==> src/rtl/serial_sub_pkg.sv <==
`default_nettype none
// ============================================================================
//  Module   : serial_sub_pkg
//  Purpose  : Shared definitions for the bit-serial subtractor controller.
//             Holds the controller state encoding and the default operand
//             width.
//  Revision : 1.0 - initial release
// ============================================================================
package serial_sub_pkg;

    // Default operand/result width used by serial_sub_ctrl
    localparam int SERIAL_SUB_WIDTH_DEF = 8;

    // Controller state encoding
    localparam int c_STATE_W = 2;

    typedef enum logic [c_STATE_W-1:0] {
        IDLE = 2'd0,
        RUN  = 2'd1,
        DONE = 2'd2
    } state_t;

endpackage
`default_nettype wire

==> src/rtl/sub_bit_cell.sv <==
`default_nettype none
// ============================================================================
//  Module   : sub_bit_cell
//  Purpose  : One-bit full subtractor (ai - bi - bin), built from two
//             half-subtractor stages whose borrows are ORed together.
//  Ports    : ai   in  minuend bit
//             bi   in  subtrahend bit
//             bin  in  borrow in
//             d    out difference bit
//             bout out borrow out
//  Revision : 1.0 - initial release
// ============================================================================
module sub_bit_cell (
    input  logic ai,
    input  logic bi,
    input  logic bin,
    output logic d,
    output logic bout
);

    logic w_d1;
    logic w_b1;
    logic w_b2;

    // Stage 1: ai - bi
    assign w_d1 = ai ^ bi;
    assign w_b1 = ~ai & bi;

    // Stage 2: (ai - bi) - bin
    assign d    = w_d1 ^ bin;
    assign w_b2 = ~w_d1 & bin;

    // At most one stage can borrow, so OR gives the full borrow
    assign bout = w_b1 | w_b2;

endmodule
`default_nettype wire

==> src/rtl/serial_sub_ctrl.sv <==
`default_nettype none
// ============================================================================
//  Module   : serial_sub_ctrl
//  Purpose  : Bit-serial unsigned subtractor. On start (in IDLE) a and b are
//             captured, then one bit per cycle is processed LSB first for
//             WIDTH cycles, after which the result is published and done
//             pulses for one cycle.
//  Ports    : clk        in  clock, rising edge
//             rst        in  synchronous active-high reset
//             start      in  request a subtraction (honoured in IDLE only)
//             a, b       in  minuend / subtrahend, sampled with start
//             busy       out high in RUN and DONE
//             done       out one-cycle pulse when a new result is valid
//             diff       out a - b modulo 2^WIDTH (held until next result)
//             borrow_out out 1 when a < b (unsigned)
//             zero       out 1 when diff == 0 (only with macro below)
//  Config   : SERIAL_SUB_ZERO_FLAG_EN - adds the zero output and register
//  Revision : 1.0 - initial release
// ============================================================================
module serial_sub_ctrl
    import serial_sub_pkg::*;
#(
    parameter int WIDTH = SERIAL_SUB_WIDTH_DEF
) (
    input  logic             clk,
    input  logic             rst,
    input  logic             start,
    input  logic [WIDTH-1:0] a,
    input  logic [WIDTH-1:0] b,
    output logic             busy,
    output logic             done,
    output logic [WIDTH-1:0] diff,
    output logic             borrow_out
`ifdef SERIAL_SUB_ZERO_FLAG_EN
    ,
    output logic             zero
`endif
);

    // Counter holds 0..WIDTH so it never wraps during RUN
    localparam int                 c_CNT_W    = $clog2(WIDTH + 1);
    localparam logic [c_CNT_W-1:0] c_LAST_BIT = c_CNT_W'(WIDTH - 1);
    localparam logic [c_CNT_W-1:0] c_CNT_ONE  = c_CNT_W'(1);

    state_t             r_state;
    state_t             w_state_next;
    logic [WIDTH-1:0]   r_a;
    logic [WIDTH-1:0]   r_b;
    logic [WIDTH-1:0]   r_acc;
    logic [WIDTH-1:0]   r_diff;
    logic [WIDTH-1:0]   w_acc_next;
    logic               r_bin;
    logic               r_borrow;
    logic [c_CNT_W-1:0] r_cnt;
    logic               w_d;
    logic               w_bout;
    logic               w_last;

    sub_bit_cell u_sub_bit_cell (
        .ai   (r_a[0]),
        .bi   (r_b[0]),
        .bin  (r_bin),
        .d    (w_d),
        .bout (w_bout)
    );

    assign w_last = (r_cnt == c_LAST_BIT);

    // Result bits enter at the MSB and shift down; after WIDTH steps the
    // first (LSB) result bit has reached position 0.
    always_comb begin
        w_acc_next            = r_acc >> 1;
        w_acc_next[WIDTH-1]   = w_d;
    end

    // ---------------------------------------------------------------- FSM
    always_ff @(posedge clk) begin
        if (rst) begin
            r_state <= IDLE;
        end else begin
            r_state <= w_state_next;
        end
    end

    always_comb begin
        w_state_next = r_state;
        busy         = 1'b0;
        done         = 1'b0;
        case (r_state)
            IDLE: begin
                if (start) begin
                    w_state_next = RUN;
                end
            end
            RUN: begin
                busy = 1'b1;
                if (w_last) begin
                    w_state_next = DONE;
                end
            end
            DONE: begin
                busy         = 1'b1;
                done         = 1'b1;
                w_state_next = IDLE;
            end
            default: begin
                w_state_next = IDLE;
            end
        endcase
    end

    // ----------------------------------------------------------- datapath
    always_ff @(posedge clk) begin
        if (rst) begin
            r_a      <= '0;
            r_b      <= '0;
            r_acc    <= '0;
            r_bin    <= 1'b0;
            r_cnt    <= '0;
            r_diff   <= '0;
            r_borrow <= 1'b0;
        end else begin
            case (r_state)
                IDLE: begin
                    if (start) begin
                        r_a   <= a;
                        r_b   <= b;
                        r_bin <= 1'b0;
                        r_cnt <= '0;
                    end
                end
                RUN: begin
                    r_a   <= r_a >> 1;
                    r_b   <= r_b >> 1;
                    r_bin <= w_bout;
                    r_acc <= w_acc_next;
                    r_cnt <= r_cnt + c_CNT_ONE;
                    // Publish on the same edge that enters DONE
                    if (w_last) begin
                        r_diff   <= w_acc_next;
                        r_borrow <= w_bout;
                    end
                end
                default: begin
                end
            endcase
        end
    end

    assign diff       = r_diff;
    assign borrow_out = r_borrow;

`ifdef SERIAL_SUB_ZERO_FLAG_EN
    logic r_zero;

    always_ff @(posedge clk) begin
        if (rst) begin
            r_zero <= 1'b0;
        end else if ((r_state == RUN) && w_last) begin
            r_zero <= (w_acc_next == '0);
        end
    end

    assign zero = r_zero;
`endif

endmodule
`default_nettype wire

==> config.mk <==
export PLATFORM = sky130hd
export DESIGN_NAME = serial_sub_ctrl
export DESIGN_NICKNAME = d
export VERILOG_FILES = /design/src/rtl/serial_sub_pkg.sv /design/src/rtl/sub_bit_cell.sv /design/src/rtl/serial_sub_ctrl.sv
export SDC_FILE = /design/constraint.sdc
export NUM_CORES = 1
export LEC_CHECK = 0
export ABC_CLOCK_PERIOD_IN_PS = 3500
export BUFFER_PORTS_ARGS = -buffer_cell sky130_fd_sc_hd__clkbuf_2
export CAP_MARGIN = 0
export CORE_ASPECT_RATIO = 0.8
export CORE_MARGIN = 3
export CORE_UTILIZATION = 55
export DETAILED_ROUTE_END_ITERATION = 10
export MAX_ROUTING_LAYER = met4
export PLACE_DENSITY = 0.81
export SYNTH_ARGS = -nofsm -noshare
export SYNTH_HDL_FRONTEND = slang
export SYNTH_SLANG_ARGS = --single-unit
==> constraint.sdc <==
create_clock -name clk -period 3.5 [get_ports clk]
set_input_delay 0.35 -clock clk [delete_from_list [all_inputs] [get_ports clk]]
set_output_delay 0.35 -clock clk [all_outputs]
set_load 0.1 [all_outputs]
==> reports/metrics.csv <==
stage,metric,value,unit
yosys,fraction of the mapped netlist area in compound gates,0.176,
sta,total negative slack,0,ps
power_and_ir_drop,Power Density,580,nW/µm²
sta,final setup vio count,0,
worst_setup_path,category of the most critical setup path,reg -> reg,
grt,global-route wire length before repair,6030,µm
grt,met2 usage,0.325,
worst_setup_path,slowest cell on the critical path,sky130_fd_sc_hd__ha_1,
die,die height,56.7,µm
drt,post-detailed-route DRC marker count,0,
place,post-DP HPWL,2420,µm
clocking,master cell of the clock root buffer,sky130_fd_sc_hd__clkbuf_8,
worst_setup_path,worst-path cell chain,inv_1 -> ha_1 -> buf_4 -> nand2b_1 -> o22ai_1 -> a21boi_0,
worst_setup_path,Crit. Startpoint,r_state[1],
flow_run,max-cap violation count,0,
yosys,sequential fraction of the synthesis area,0.442,
yosys,synth top area cells,"sky130_fd_sc_hd__dfxtp_1, sky130_fd_sc_hd__mux2i_1, sky130_fd_sc_hd__a211oi_2",
sta,unrepaired setup endpoints after global routing,no,
worst_setup_path,worst reg-to-reg path cell count,6,
cells_and_area,"top library cells by usage in the layout, fill and taps aside","sky130_fd_sc_hd__dfxtp_1, sky130_fd_sc_hd__clkbuf_2, sky130_fd_sc_hd__nor2_1",
cells_and_area,net count reported at finish,231,
clocking,CTS Sinks,39,
yosys,area fraction of the dominant cell type after synthesis,0.442,
drt,TritonRoute pass-1 iters,4,
run_status,result of the run,"complete, no violations",
clocking,maximum level of the CTS H-tree,2,
drt,wire length per cell,14.3,µm
die,floorplan core area,2910,µm²
power_and_ir_drop,Leak Pwr,0.815,nW
clocking,Clock Tree Buf Depth,2,
worst_setup_path,Worst EP required,3720,ps
grt,via count of the first global-routing pass,1374,
yosys,post-synthesis instance total,183,
yosys,post-synthesis sequential element count,39,
worst_hold_path,worst min path class,in -> reg,
worst_setup_path,Setup crit start kind,flip-flop,
worst_setup_path,register-to-register setup slack,1460,ps
sta,fmax,0.490,GHz
clocking,TritonCTS clock tree,done,
sta,max-slew violation count,0,
worst_setup_path,start of the worst register-to-register path,r_state[1],
die,die outline width,69.4,µm
clocking,clock transition at the register clock pins on the worst setup and hold paths after CTS,80,ps
yosys,main combinational cell family by area after synthesis,compound AO/OA/AOI/OAI gates,
worst_setup_path,delay of the slowest cell on the worst path,650,ps
grt,initial antenna violation count,0,
sta,number of hold violations in the final report,0,
clocking,CTS Buf Count,5,
place,count of port buffers added during placement,29,
worst_setup_path,"Arr. time, crit path",2260,ps
cells_and_area,core utilization of the finished layout,0.687,
yosys,post-synthesis average cell area,9.66,µm²
drt,total routed wirelength,3530,µm
die,starting density of the core,0.607,
yosys,adder and majority gate portion of the synthesized area,0.0396,
power_and_ir_drop,highest ir drop seen on vdd,0.353,mV
yosys,Synth Area in Simple Gates,0.146,
clocking,"Gates resized, CTS repair",0,
cells_and_area,non-filler cells in the finished layout,246,
sta,Worst-Margin Slew,890,ps
worst_setup_path,capturing element of the worst setup path,r_state[0],
cells_and_area,share of cells above drive strength 1,0.236,
yosys,xor/xnor share of the synthesized area,0,
grt,met1 Resource Use GR,0.231,
sta,Slew headroom,0.406,
power_and_ir_drop,Total Power,1.16,mW
worst_setup_path,terminus of the critical flop-to-flop path,r_state[0],
yosys,cell type with the largest total area after synthesis,sky130_fd_sc_hd__dfxtp_1,
yosys,Cell variety after synth,29,
drt,Via density,5.52,
die,standard-cell row count,17,
cells_and_area,fillers,225,
sta,post-route clock skew,7.30,ps
die,die outline area,3940,µm²
worst_setup_path,critical path capture point type,flip-flop,
grt,"Most Used Layer, Global Route",met2,
grt,total track usage,0.199,
yosys,Yosys warnings,0,
cells_and_area,number of inserted diodes,0,
sta,minimum clock period,2040,ps
drt,antenna violation net count after detailed routing,0,
clocking,clock network latency to the later pin of the worst-skew pair,300,ps
sta,Tcrit/Tclk final,0.583,
place,final RePlAce weighted congestion,0.789,
drt,via count,1359,
cells_and_area,most common library cell in the layout ignoring fill and taps,sky130_fd_sc_hd__dfxtp_1,
cells_and_area,Layout area overhead,13.3,%
grt,global routing usage on met3,0.0716,
clocking,hold-fix buffers at CTS,0,
die,count of pins on the block boundary,30,
yosys,Syn Std Cell Area,1770,µm²
grt,largest net degree at the start of global routing,43,
drt,violation count after the first detailed-routing iteration,115,
yosys,multiplexer fraction of the synthesized cell area,0.133,
worst_setup_path,critical-path maximum fanout,18,
yosys,nets in the synthesized netlist,207,
grt,remaining global-route overflow,0,
sta,final hold slack,384,ps
place,post-placement cell count,238,
clocking,number of buffers inserted to repair setup after CTS,0,
synthesized netlist by cell type, drive strengths merged:
master,number
clkbuf,2
and4b,1
fa,1
a211oi,16
o32ai,3
nand4b,2
a21oi,14
and3,3
buf,11
mux2i,22
ha,4
a32oi,2
nand3b,1
a21boi,1
nand2b,4
a2bb2oi,1
o21ai,1
inv,8
mux2,1
and3b,1
dfxtp,39
o22ai,1
nor2b,2
nor2,24
nand2,18
critical path: cells and delay by family, from the launching register on:
family,cells,cell delay (ps)
adders and majority gates,1,650
AOI/OAI and AO/OA,2,360
DFF,1,330
and+or+nand+nor,1,130
buffers and inverters,2,490
power breakdown:
part           internal (mW)  total, mW  switching [mW]
sequential             0.483      0.507          0.0243
combinational          0.102      0.259           0.158
clock                  0.231      0.395           0.164
total                  0.815       1.16           0.346
per-stage QoR:
step	setup slack, ps	area [µm²]
finish	1460	2000
global route	1310	2000
CTS	1480	2000
detailed placement	1520	1890
global placement	1630	1890
floorplan	1930	1770
how the worst min path moves through the flow:
stage,startpoint,to,slack [ps],cells past startpoint
CTS,b[1],r_b[1],380,3
detailed placement,diff[3],diff[3],450,2
global route,b[1],r_b[1],400,3
floorplan,r_acc[1],diff[0],430,2
global placement,diff[0],diff[0],440,2
finish,b[1],r_b[1],380,3
layer usage:
| layer | up-vias | routed length [µm] |
|---|---|---|
| met3 | 6 | 167 |
| met1 | 638 | 1610 |
| met5 | - | 0 |
| met2 | 31 | 1710 |
| met4 | 0 | 41 |
| li1 | 684 | - |
area by class of cell:
class	count	area (µm²)	share of cell area
multi-input cells	123	875	0.437
repair buffers	30	153	0.0762
well taps	38	47.5	0.0237
flip-flops and latches	39	781	0.390
clock buffers	6	82.6	0.0412
inverters	8	30.0	0.0150
clock inverters	2	35.0	0.0175
cell families (layout without fill, tap and decap cells):
| logic type | after synthesis | in the layout |
|---|---|---|
| buffers and inverters | 21 | 46 |
| AO/OA/AOI/OAI | 39 | 39 |
| AND/OR/NAND/NOR | 56 | 56 |
| adder cells (fa/ha/maj) | 5 | 5 |
| flip-flops | 39 | 39 |
| multiplexers | 23 | 23 |
registers in the layout (all words and copies together) (netlist names):
name,count
borrow_out,1
diff,8
r_a,8
r_acc,7
r_b,8
r_bin,1
r_cnt,4
r_state,2
Power figures use the tool's default switching activity.
